## config.mk

```make
export PLATFORM = sky130hd
export DESIGN_NAME = lsu_mem_port_flat
export DESIGN_NICKNAME = d
export VERILOG_FILES = /design/src/rtl/lsu_mem_port_pkg.sv /design/src/rtl/lsu_mem_port_if.sv /design/src/rtl/lsu_byte_lane.sv /design/src/rtl/lsu_mem_port.sv /design/src/flat_wrapper.sv
export SDC_FILE = /design/constraint.sdc
export NUM_CORES = 1
export LEC_CHECK = 0
export CAP_MARGIN = 5
export CORE_UTILIZATION = 31
export CTS_CLUSTER_DIAMETER = 60
export CTS_CLUSTER_SIZE = 10
export DETAILED_ROUTE_END_ITERATION = 7
export GPL_TIMING_DRIVEN = 0
export SLEW_MARGIN = 20
export SYNTH_ARGS = -nofsm -noshare
export SYNTH_HDL_FRONTEND = slang
export SYNTH_HIERARCHICAL = 1
export SYNTH_SLANG_ARGS = --single-unit
```

## constraint.sdc

```tcl
create_clock -name clk -period 4.14 [get_ports clk]
set_input_delay 0.414 -clock clk [delete_from_list [all_inputs] [get_ports clk]]
set_output_delay 0.414 -clock clk [all_outputs]
set_load 0.005 [all_outputs]
```

## src/rtl/lsu_mem_port_pkg.sv

```systemverilog
// Shared types for the LSU memory port: size encodings, FSM states, latched request payload.
package lsu_mem_port_pkg;

    localparam int unsigned DATA_W = 64;

    localparam logic [1:0] SZ_B = 2'b00;
    localparam logic [1:0] SZ_H = 2'b01;
    localparam logic [1:0] SZ_W = 2'b10;
    localparam logic [1:0] SZ_D = 2'b11;

    typedef enum logic [2:0] {
        ST_IDLE,
        ST_RD,
        ST_MRG,
        ST_WR,
        ST_RESP
    } state_e;

    typedef struct packed {
        logic              write;
        logic [1:0]        size;
        logic              is_unsigned;
        logic [2:0]        offset;
        logic [DATA_W-1:0] wdata;
    } lsu_req_t;

    function automatic logic [3:0] size_bytes(input logic [1:0] size);
        return 4'd1 << size;
    endfunction

endpackage

```

## src/rtl/lsu_mem_port_if.sv

```systemverilog
// Request/response and data_memory signals of the LSU; master = requester/memory side, slave = LSU.
interface lsu_mem_port_if
    import lsu_mem_port_pkg::*;
#(
    parameter int unsigned XLEN   = 64,
    parameter int unsigned ADDR_W = 6
);
    logic              req_valid;
    logic              req_ready;
    logic              req_write;
    logic [1:0]        req_size;
    logic              req_unsigned;
    logic [XLEN-1:0]   req_addr;
    logic [DATA_W-1:0] req_wdata;
    logic              resp_valid;
    logic [DATA_W-1:0] resp_rdata;
    logic              resp_err;
    logic              memWrite;
    logic              memRead;
    logic [ADDR_W-1:0] address;
    logic [DATA_W-1:0] writeData;
    logic [DATA_W-1:0] readData;

    modport master (
        output req_valid, req_write, req_size, req_unsigned, req_addr, req_wdata, readData,
        input  req_ready, resp_valid, resp_rdata, resp_err, memWrite, memRead, address, writeData
    );

    modport slave (
        input  req_valid, req_write, req_size, req_unsigned, req_addr, req_wdata, readData,
        output req_ready, resp_valid, resp_rdata, resp_err, memWrite, memRead, address, writeData
    );
endinterface

```

## src/rtl/lsu_byte_lane.sv

```systemverilog
// Byte-lane datapath: load extract + sign/zero extend, and store merge into a doubleword.
module lsu_byte_lane
    import lsu_mem_port_pkg::*;
(
    input  logic [DATA_W-1:0] dword_i,
    input  logic [2:0]        offset_i,
    input  logic [1:0]        size_i,
    input  logic              unsigned_i,
    input  logic [DATA_W-1:0] wdata_i,
    output logic [DATA_W-1:0] load_c_o,
    output logic [DATA_W-1:0] merge_c_o
);
    logic [5:0]        shamt_c;
    logic [DATA_W-1:0] shifted_c;
    logic [DATA_W-1:0] lane_mask_c;
    logic [DATA_W-1:0] place_mask_c;
    logic              sign_c;

    assign shamt_c = {offset_i, 3'b000};

    always_comb begin
        shifted_c   = dword_i >> shamt_c;
        lane_mask_c = '1;
        sign_c      = 1'b0;
        case (size_i)
            SZ_B: begin lane_mask_c = 64'h0000_0000_0000_00FF; sign_c = shifted_c[7];  end
            SZ_H: begin lane_mask_c = 64'h0000_0000_0000_FFFF; sign_c = shifted_c[15]; end
            SZ_W: begin lane_mask_c = 64'h0000_0000_FFFF_FFFF; sign_c = shifted_c[31]; end
            default: ;
        endcase
        place_mask_c = lane_mask_c << shamt_c;
        // D has an all-ones mask, so the extension term vanishes for it.
        load_c_o  = (shifted_c & lane_mask_c) |
                    ({DATA_W{sign_c & ~unsigned_i}} & ~lane_mask_c);
        merge_c_o = (dword_i & ~place_mask_c) | ((wdata_i << shamt_c) & place_mask_c);
    end

endmodule

```

## src/rtl/lsu_mem_port.sv

```systemverilog
// Byte-addressed load/store unit driving a doubleword data_memory port, RMW for sub-D stores.
// Optional LSU_MISALIGN_TRAP_EN: misaligned accesses respond with resp_err and no memory cycles.
module lsu_mem_port
    import lsu_mem_port_pkg::*;
#(
    parameter int unsigned XLEN         = 64,
    parameter int unsigned ADDR_W       = 6,
    parameter int unsigned READ_LATENCY = 1
) (
    input  logic           clk,
    input  logic           rst_n,
    lsu_mem_port_if.slave  bus
);
    localparam int unsigned CNT_W = 1;

    state_e            state_q, state_d;
    lsu_req_t          req_q, req_d;
    logic [CNT_W-1:0]  rd_cnt_q, rd_cnt_d;
    logic [DATA_W-1:0] rdata_q, rdata_d;
    logic              req_ready_q, req_ready_d;
    logic              resp_valid_q, resp_valid_d;
    logic              resp_err_q, resp_err_d;
    logic [DATA_W-1:0] resp_rdata_q, resp_rdata_d;
    logic              mem_read_q, mem_read_d;
    logic              mem_write_q, mem_write_d;
    logic [ADDR_W-1:0] address_q, address_d;
    logic [DATA_W-1:0] write_data_q, write_data_d;

    logic [ADDR_W-1:0] index_c;
    logic [2:0]        align_mask_c;
    logic [2:0]        offset_c;
    logic              misalign_c;
    logic [DATA_W-1:0] lane_dword_c;
    logic [DATA_W-1:0] load_c;
    logic [DATA_W-1:0] merge_c;
    logic              unused_addr;

    // Upper address bits wrap away.
    assign index_c      = bus.req_addr[ADDR_W+2:3];
    assign unused_addr  = ^{bus.req_addr[XLEN-1:ADDR_W+3]};
    assign align_mask_c = 3'(size_bytes(bus.req_size) - 4'd1);

`ifdef LSU_MISALIGN_TRAP_EN
    assign offset_c   = bus.req_addr[2:0];
    assign misalign_c = |(bus.req_addr[2:0] & align_mask_c);
`else
    assign offset_c   = bus.req_addr[2:0] & ~align_mask_c;
    assign misalign_c = 1'b0;
`endif

    // Loads extract straight from readData; merges use the doubleword sampled in RD.
    assign lane_dword_c = (state_q == ST_RD) ? bus.readData : rdata_q;

    lsu_byte_lane u_lane (
        .dword_i    (lane_dword_c),
        .offset_i   (req_q.offset),
        .size_i     (req_q.size),
        .unsigned_i (req_q.is_unsigned),
        .wdata_i    (req_q.wdata),
        .load_c_o   (load_c),
        .merge_c_o  (merge_c)
    );

    always_ff @(posedge clk or negedge rst_n) begin
        if (!rst_n) begin
            state_q      <= ST_IDLE;
            req_q        <= '0;
            rd_cnt_q     <= '0;
            rdata_q      <= '0;
            req_ready_q  <= 1'b1;
            resp_valid_q <= 1'b0;
            resp_err_q   <= 1'b0;
            resp_rdata_q <= '0;
            mem_read_q   <= 1'b0;
            mem_write_q  <= 1'b0;
            address_q    <= '0;
            write_data_q <= '0;
        end else begin
            state_q      <= state_d;
            req_q        <= req_d;
            rd_cnt_q     <= rd_cnt_d;
            rdata_q      <= rdata_d;
            req_ready_q  <= req_ready_d;
            resp_valid_q <= resp_valid_d;
            resp_err_q   <= resp_err_d;
            resp_rdata_q <= resp_rdata_d;
            mem_read_q   <= mem_read_d;
            mem_write_q  <= mem_write_d;
            address_q    <= address_d;
            write_data_q <= write_data_d;
        end
    end

    // Next state; every output register is loaded with its value for the upcoming state.
    always_comb begin
        state_d      = state_q;
        req_d        = req_q;
        rd_cnt_d     = rd_cnt_q;
        rdata_d      = rdata_q;
        req_ready_d  = 1'b0;
        resp_valid_d = 1'b0;
        resp_err_d   = 1'b0;
        resp_rdata_d = resp_rdata_q;
        mem_read_d   = 1'b0;
        mem_write_d  = 1'b0;
        address_d    = address_q;
        write_data_d = write_data_q;

        case (state_q)
            ST_IDLE: begin
                if (bus.req_valid && req_ready_q) begin
                    req_d.write       = bus.req_write;
                    req_d.size        = bus.req_size;
                    req_d.is_unsigned = bus.req_unsigned;
                    req_d.offset      = offset_c;
                    req_d.wdata       = bus.req_wdata;
                    if (misalign_c) begin
                        state_d      = ST_RESP;
                        resp_valid_d = 1'b1;
                        resp_err_d   = 1'b1;
                        resp_rdata_d = '0;
                    end else if (bus.req_write && (bus.req_size == SZ_D)) begin
                        state_d      = ST_WR;
                        mem_write_d  = 1'b1;
                        address_d    = index_c;
                        write_data_d = bus.req_wdata;
                    end else begin
                        state_d    = ST_RD;
                        mem_read_d = 1'b1;
                        address_d  = index_c;
                        rd_cnt_d   = '0;
                    end
                end else begin
                    req_ready_d = 1'b1;
                end
            end
            ST_RD: begin
                if (rd_cnt_q == CNT_W'(READ_LATENCY)) begin
                    if (req_q.write) begin
                        state_d = ST_MRG;
                        rdata_d = bus.readData;
                    end else begin
                        state_d      = ST_RESP;
                        resp_valid_d = 1'b1;
                        resp_rdata_d = load_c;
                    end
                end else begin
                    mem_read_d = 1'b1;
                    rd_cnt_d   = rd_cnt_q + 1'b1;
                end
            end
            ST_MRG: begin
                state_d      = ST_WR;
                mem_write_d  = 1'b1;
                write_data_d = merge_c;
            end
            ST_WR: begin
                state_d      = ST_RESP;
                resp_valid_d = 1'b1;
                resp_rdata_d = '0;
            end
            ST_RESP: begin
                state_d     = ST_IDLE;
                req_ready_d = 1'b1;
            end
            default: begin
                state_d     = ST_IDLE;
                req_ready_d = 1'b1;
            end
        endcase
    end

    assign bus.req_ready  = req_ready_q;
    assign bus.resp_valid = resp_valid_q;
    assign bus.resp_err   = resp_err_q;
    assign bus.resp_rdata = resp_rdata_q;
    assign bus.memRead    = mem_read_q;
    assign bus.memWrite   = mem_write_q;
    assign bus.address    = address_q;
    assign bus.writeData  = write_data_q;

endmodule
```

## src/flat_wrapper.sv

```systemverilog
// flat-port wrapper written by rule: the top's interface ports become plain ports
module lsu_mem_port_flat import lsu_mem_port_pkg::*;
#(
    parameter int unsigned XLEN         = 64,
    parameter int unsigned ADDR_W       = 6,
    parameter int unsigned READ_LATENCY = 1
)
  (clk, rst_n, bus_req_valid, bus_req_write, bus_req_size, bus_req_unsigned, bus_req_addr, bus_req_wdata, bus_readData, bus_req_ready, bus_resp_valid, bus_resp_rdata, bus_resp_err, bus_memWrite, bus_memRead, bus_address, bus_writeData);
  lsu_mem_port_if #(.XLEN(XLEN), .ADDR_W(ADDR_W)) bus_i ();
  input  logic clk;
  input  logic rst_n;
  input wire logic [$bits(bus_i.req_valid)-1:0] bus_req_valid;
  input wire logic [$bits(bus_i.req_write)-1:0] bus_req_write;
  input wire logic [$bits(bus_i.req_size)-1:0] bus_req_size;
  input wire logic [$bits(bus_i.req_unsigned)-1:0] bus_req_unsigned;
  input wire logic [$bits(bus_i.req_addr)-1:0] bus_req_addr;
  input wire logic [$bits(bus_i.req_wdata)-1:0] bus_req_wdata;
  input wire logic [$bits(bus_i.readData)-1:0] bus_readData;
  output wire logic [$bits(bus_i.req_ready)-1:0] bus_req_ready;
  output wire logic [$bits(bus_i.resp_valid)-1:0] bus_resp_valid;
  output wire logic [$bits(bus_i.resp_rdata)-1:0] bus_resp_rdata;
  output wire logic [$bits(bus_i.resp_err)-1:0] bus_resp_err;
  output wire logic [$bits(bus_i.memWrite)-1:0] bus_memWrite;
  output wire logic [$bits(bus_i.memRead)-1:0] bus_memRead;
  output wire logic [$bits(bus_i.address)-1:0] bus_address;
  output wire logic [$bits(bus_i.writeData)-1:0] bus_writeData;
  assign bus_i.req_valid = bus_req_valid;
  assign bus_i.req_write = bus_req_write;
  assign bus_i.req_size = bus_req_size;
  assign bus_i.req_unsigned = bus_req_unsigned;
  assign bus_i.req_addr = bus_req_addr;
  assign bus_i.req_wdata = bus_req_wdata;
  assign bus_i.readData = bus_readData;
  assign bus_req_ready = bus_i.req_ready;
  assign bus_resp_valid = bus_i.resp_valid;
  assign bus_resp_rdata = bus_i.resp_rdata;
  assign bus_resp_err = bus_i.resp_err;
  assign bus_memWrite = bus_i.memWrite;
  assign bus_memRead = bus_i.memRead;
  assign bus_address = bus_i.address;
  assign bus_writeData = bus_i.writeData;
  lsu_mem_port #(.XLEN(XLEN), .ADDR_W(ADDR_W), .READ_LATENCY(READ_LATENCY)) u_core (.clk(clk), .rst_n(rst_n), .bus(bus_i));
endmodule
```

==> metrics.md <==
| Metric | Value |
|---|---|
| Most frequent cells in the layout | `clkdlybuf4s50_1, dfrtp_1, nand2_1` |
| Grt total ovfl | `0` |
| Die ar. | `0.0551 mm2` |
| Vias in the first global route | `~16000` |
| Clk slew on worst S/H paths | `50 ps` |
| Synthesized area | `0.0168 mm2` |
| R2r endpoint | `u_core/bus.resp_rdata[22]` |
| Total number of yosys warnings | `6` |
| EDFF count, synth | `0` |
| Number of distinct library cells after synthesis | `67` |
| Crit end category | `register` |
| Longest Clk Path Bufs | `3` |
| Area growth, synth to finish | `29.9%` |
| Commonest non-fill, non-tap cell in the layout | `clkdlybuf4s50_1` |
| Number of buffers created by CTS | `39` |
| Row count | `84` |
| Initial antenna violation count | `2` |
| Critical Path End | `u_core/bus.resp_rdata[22]` |
| Final Util | `41.1%` |
| Area leader, netlist | `dfrtp_1` |
| Yosys top cell area share | `41.2%` |
| H-tree depth | `2` |
| Status | `finished, final reports clean` |
| Seq/Total Area, Yosys | `approximately 41%` |
| Main flop type after synthesis | `dfrtp_1` |
| WL/cell | `around 29 um` |
| Post-Syn Nets | `1803` |
| Worst r2r path cells | `13` |
| Post-layout min period | `just under 4000 ps` |
| Clock Skew | `approximately 25 ps` |
| Initial Util | `31.6%` |
| Final ANT Viol Nets | `0` |
| Final Cycle Share | `~95%` |
| Vias | `between 15000 and 20000` |
| DP HPWL | `between 50 and 60 mm` |
| Die span in x | `about 230 um` |
| PD cells | `1000 mW/mm2` |
| Peak VDD IR | `310 uV` |
| Max Transition Viols Final | `0` |
| Clk_lat worst skew | `560 ps` |
| Drt initial violations | `approximately 1400` |
| CP Launch Type | `register` |
| Gr usage total | `26.9%` |
| Clock sink total | `277` |
| TritonCTS clock tree | `built` |
| Core ar. | `0.0531 mm2` |
| First-pass GRT wire length | `109 mm` |
| Final worst slack | `around 230 ps` |
| Chip height | `235 um` |
| Final WL | `75.5 mm` |
| Crit Path Max Fanout | `10` |
| Drt first pass iters | `5` |
| Slew margin rel. | `41.5%` |
| Worst-margin pin slew | `between 800 and 900 ps` |
| Hold WC Path Type | `in2async` |
| Synth area leaders | `dfrtp_1, mux2_2, mux2_4` |
| RR Startpoint | `u_core/state_q[0]` |
| Mapped Cells | `1604` |
| Critical path start-end classification | `reg2reg` |
| Nets | `roughly 2100` |
| # setup viols final | `0` |
| Fill cell count | `5104` |
| Min Hold Slack | `305 ps` |
| #FFs+latches synth | `277` |
| GPL Wtd Cong | `1.00` |
| Layout cells sized above 1 | `21.9%` |
| Pre-CTS WS | `-330 ps` |
| Fmax | `0.255 GHz` |
| Unrepaired setup endpoints after global routing | `no` |
| Hold violation total from the final report | `0` |
| Mean Syn Cell Area | `10.5 um2` |
| Root buf cell | `clkbuf_16` |
| Largest net degree at the start of global routing | `94` |
| DRC | `0` |
| DR vias/cell | `5.83` |
| Ys async rst share | `100%` |
| CP Data Arrival Time | `4340 ps` |
| LEAKAGE | `9.02 nW` |
| Crit path required time | `around 4600 ps` |
| Buffers on Ports | `281` |
| I/O pin count | `338` |
| Max Cap Viol | `0` |
| Worst setup path start | `u_core/state_q[0]` |
| Number of diodes | `0` |
| R2r setup slk | `roughly 230 ps` |
[critical path, stage by stage (launching register included)]
cell       delay, ps
dfrtp_1          340
clkbuf_1         320
inv_1            210
nor2_4           280
buf_4            260
buf_2            280
mux2_2           490
mux2_2           320
o2bb2ai_1        260
nor2_1           160
o221ai_4         320
buf_4            250
nor2_1            90
a22o_1           210
[sequential cells by signal (all words and copies together) (netlist names), 3 cells and up]
register / cells
u_core/rdata_q: 64
u_core/bus.resp_rdata: 64
u_core/bus.address: 6
u_core/bus.writeData: 64
u_core/req_q: 71
u_core/state_q: 3
[layer usage]
metal,vias up,share of wire [%],GRT usage [%]
met5,-,0,0
met4,0,4.8,12.3
met3,154,7.0,3.87
met2,833,45,42.1
met1,7786,43,36.8
li1,6606,-,-
[worst min-delay path by stage]
stage,startpoint,to,slack (ps),cells past startpoint
after floorplan,rst_n,u_core/bus.address[0],120,0
after global placement,u_core/rdata_q[62],u_core/rdata_q[62],480,1
after detailed placement,rst_n,u_core/rdata_q[38],280,1
after CTS,rst_n,u_core/rdata_q[38],290,2
after global routing,rst_n,u_core/rdata_q[38],330,2
final,rst_n,u_core/rdata_q[38],310,2
[timing repair]
action,CTS,global route
hold endpoints to repair,23,0
pin swaps,1,0
gates resized for setup,3,2
setup endpoints to repair,47,10
buffers inserted,1,0
gates cloned,0,0
hold buffers,1,0
[cells by family (layout without fill, tap and decap cells)]
group	count (synthesis)	in the layout	synth area share, %
buf+inv	163	507	5.30
simple gates	456	456	12.3
mux	348	348	25.7
other cells	1	1	0.0223
compound gates	359	359	15.4
flops	277	277	41.3
[Yosys cell counts, types with 24 or more instances]
cell type    n
mux2i_1     78
mux4_2      24
o21ai_0     71
nand3_1    115
nand2_1    192
mux2_4      60
clkbuf_1    69
mux2_2     183
nor2_1      83
a22o_1      66
dfrtp_1    276
buf_2       45
o311ai_0    64
a21oi_1     79
[area by class of cell]
| type | instances | area (um2) | area share (%) |
|---|---|---|---|
| plain buffers | 156 | 868 | 3.98 |
| inverters | 7 | 26.3 | 0.121 |
| repair buffers | 286 | 2920 | 13.4 |
| clock buffers | 47 | 1070 | 4.90 |
| multi-input cells | 1164 | 8980 | 41.2 |
| clock inverters | 11 | 143 | 0.654 |
| well taps | 688 | 861 | 3.95 |
| flip-flops and latches | 277 | 6930 | 31.8 |
[through the flow]
stage / TNS, ps / instance area [um2] / power, mW / std cells
3_3_place_gp: -2593510 / 20500 / 18.1 / 2573
5_1_grt: 0 / 21800 / 22.7 / 2636
4_1_cts: 0 / 21800 / 21.5 / 2636
6_report: 0 / 21800 / 21.8 / 2636
2_1_floorplan: 0 / 16800 / 12.6 / 1604
3_5_place_dp: -10540 / 20500 / 18.2 / 2576
[report_power, final]
group	internal, mW	total, mW	leakage [nW]	switching, mW
Sequential	3.98	5.23	3.41	1.25
Clock	1.95	3.23	0.595	1.27
Combinational	5.66	13.4	5.01	7.73
Total	11.6	21.8	9.02	10.3
Power figures use the tool's default switching activity.
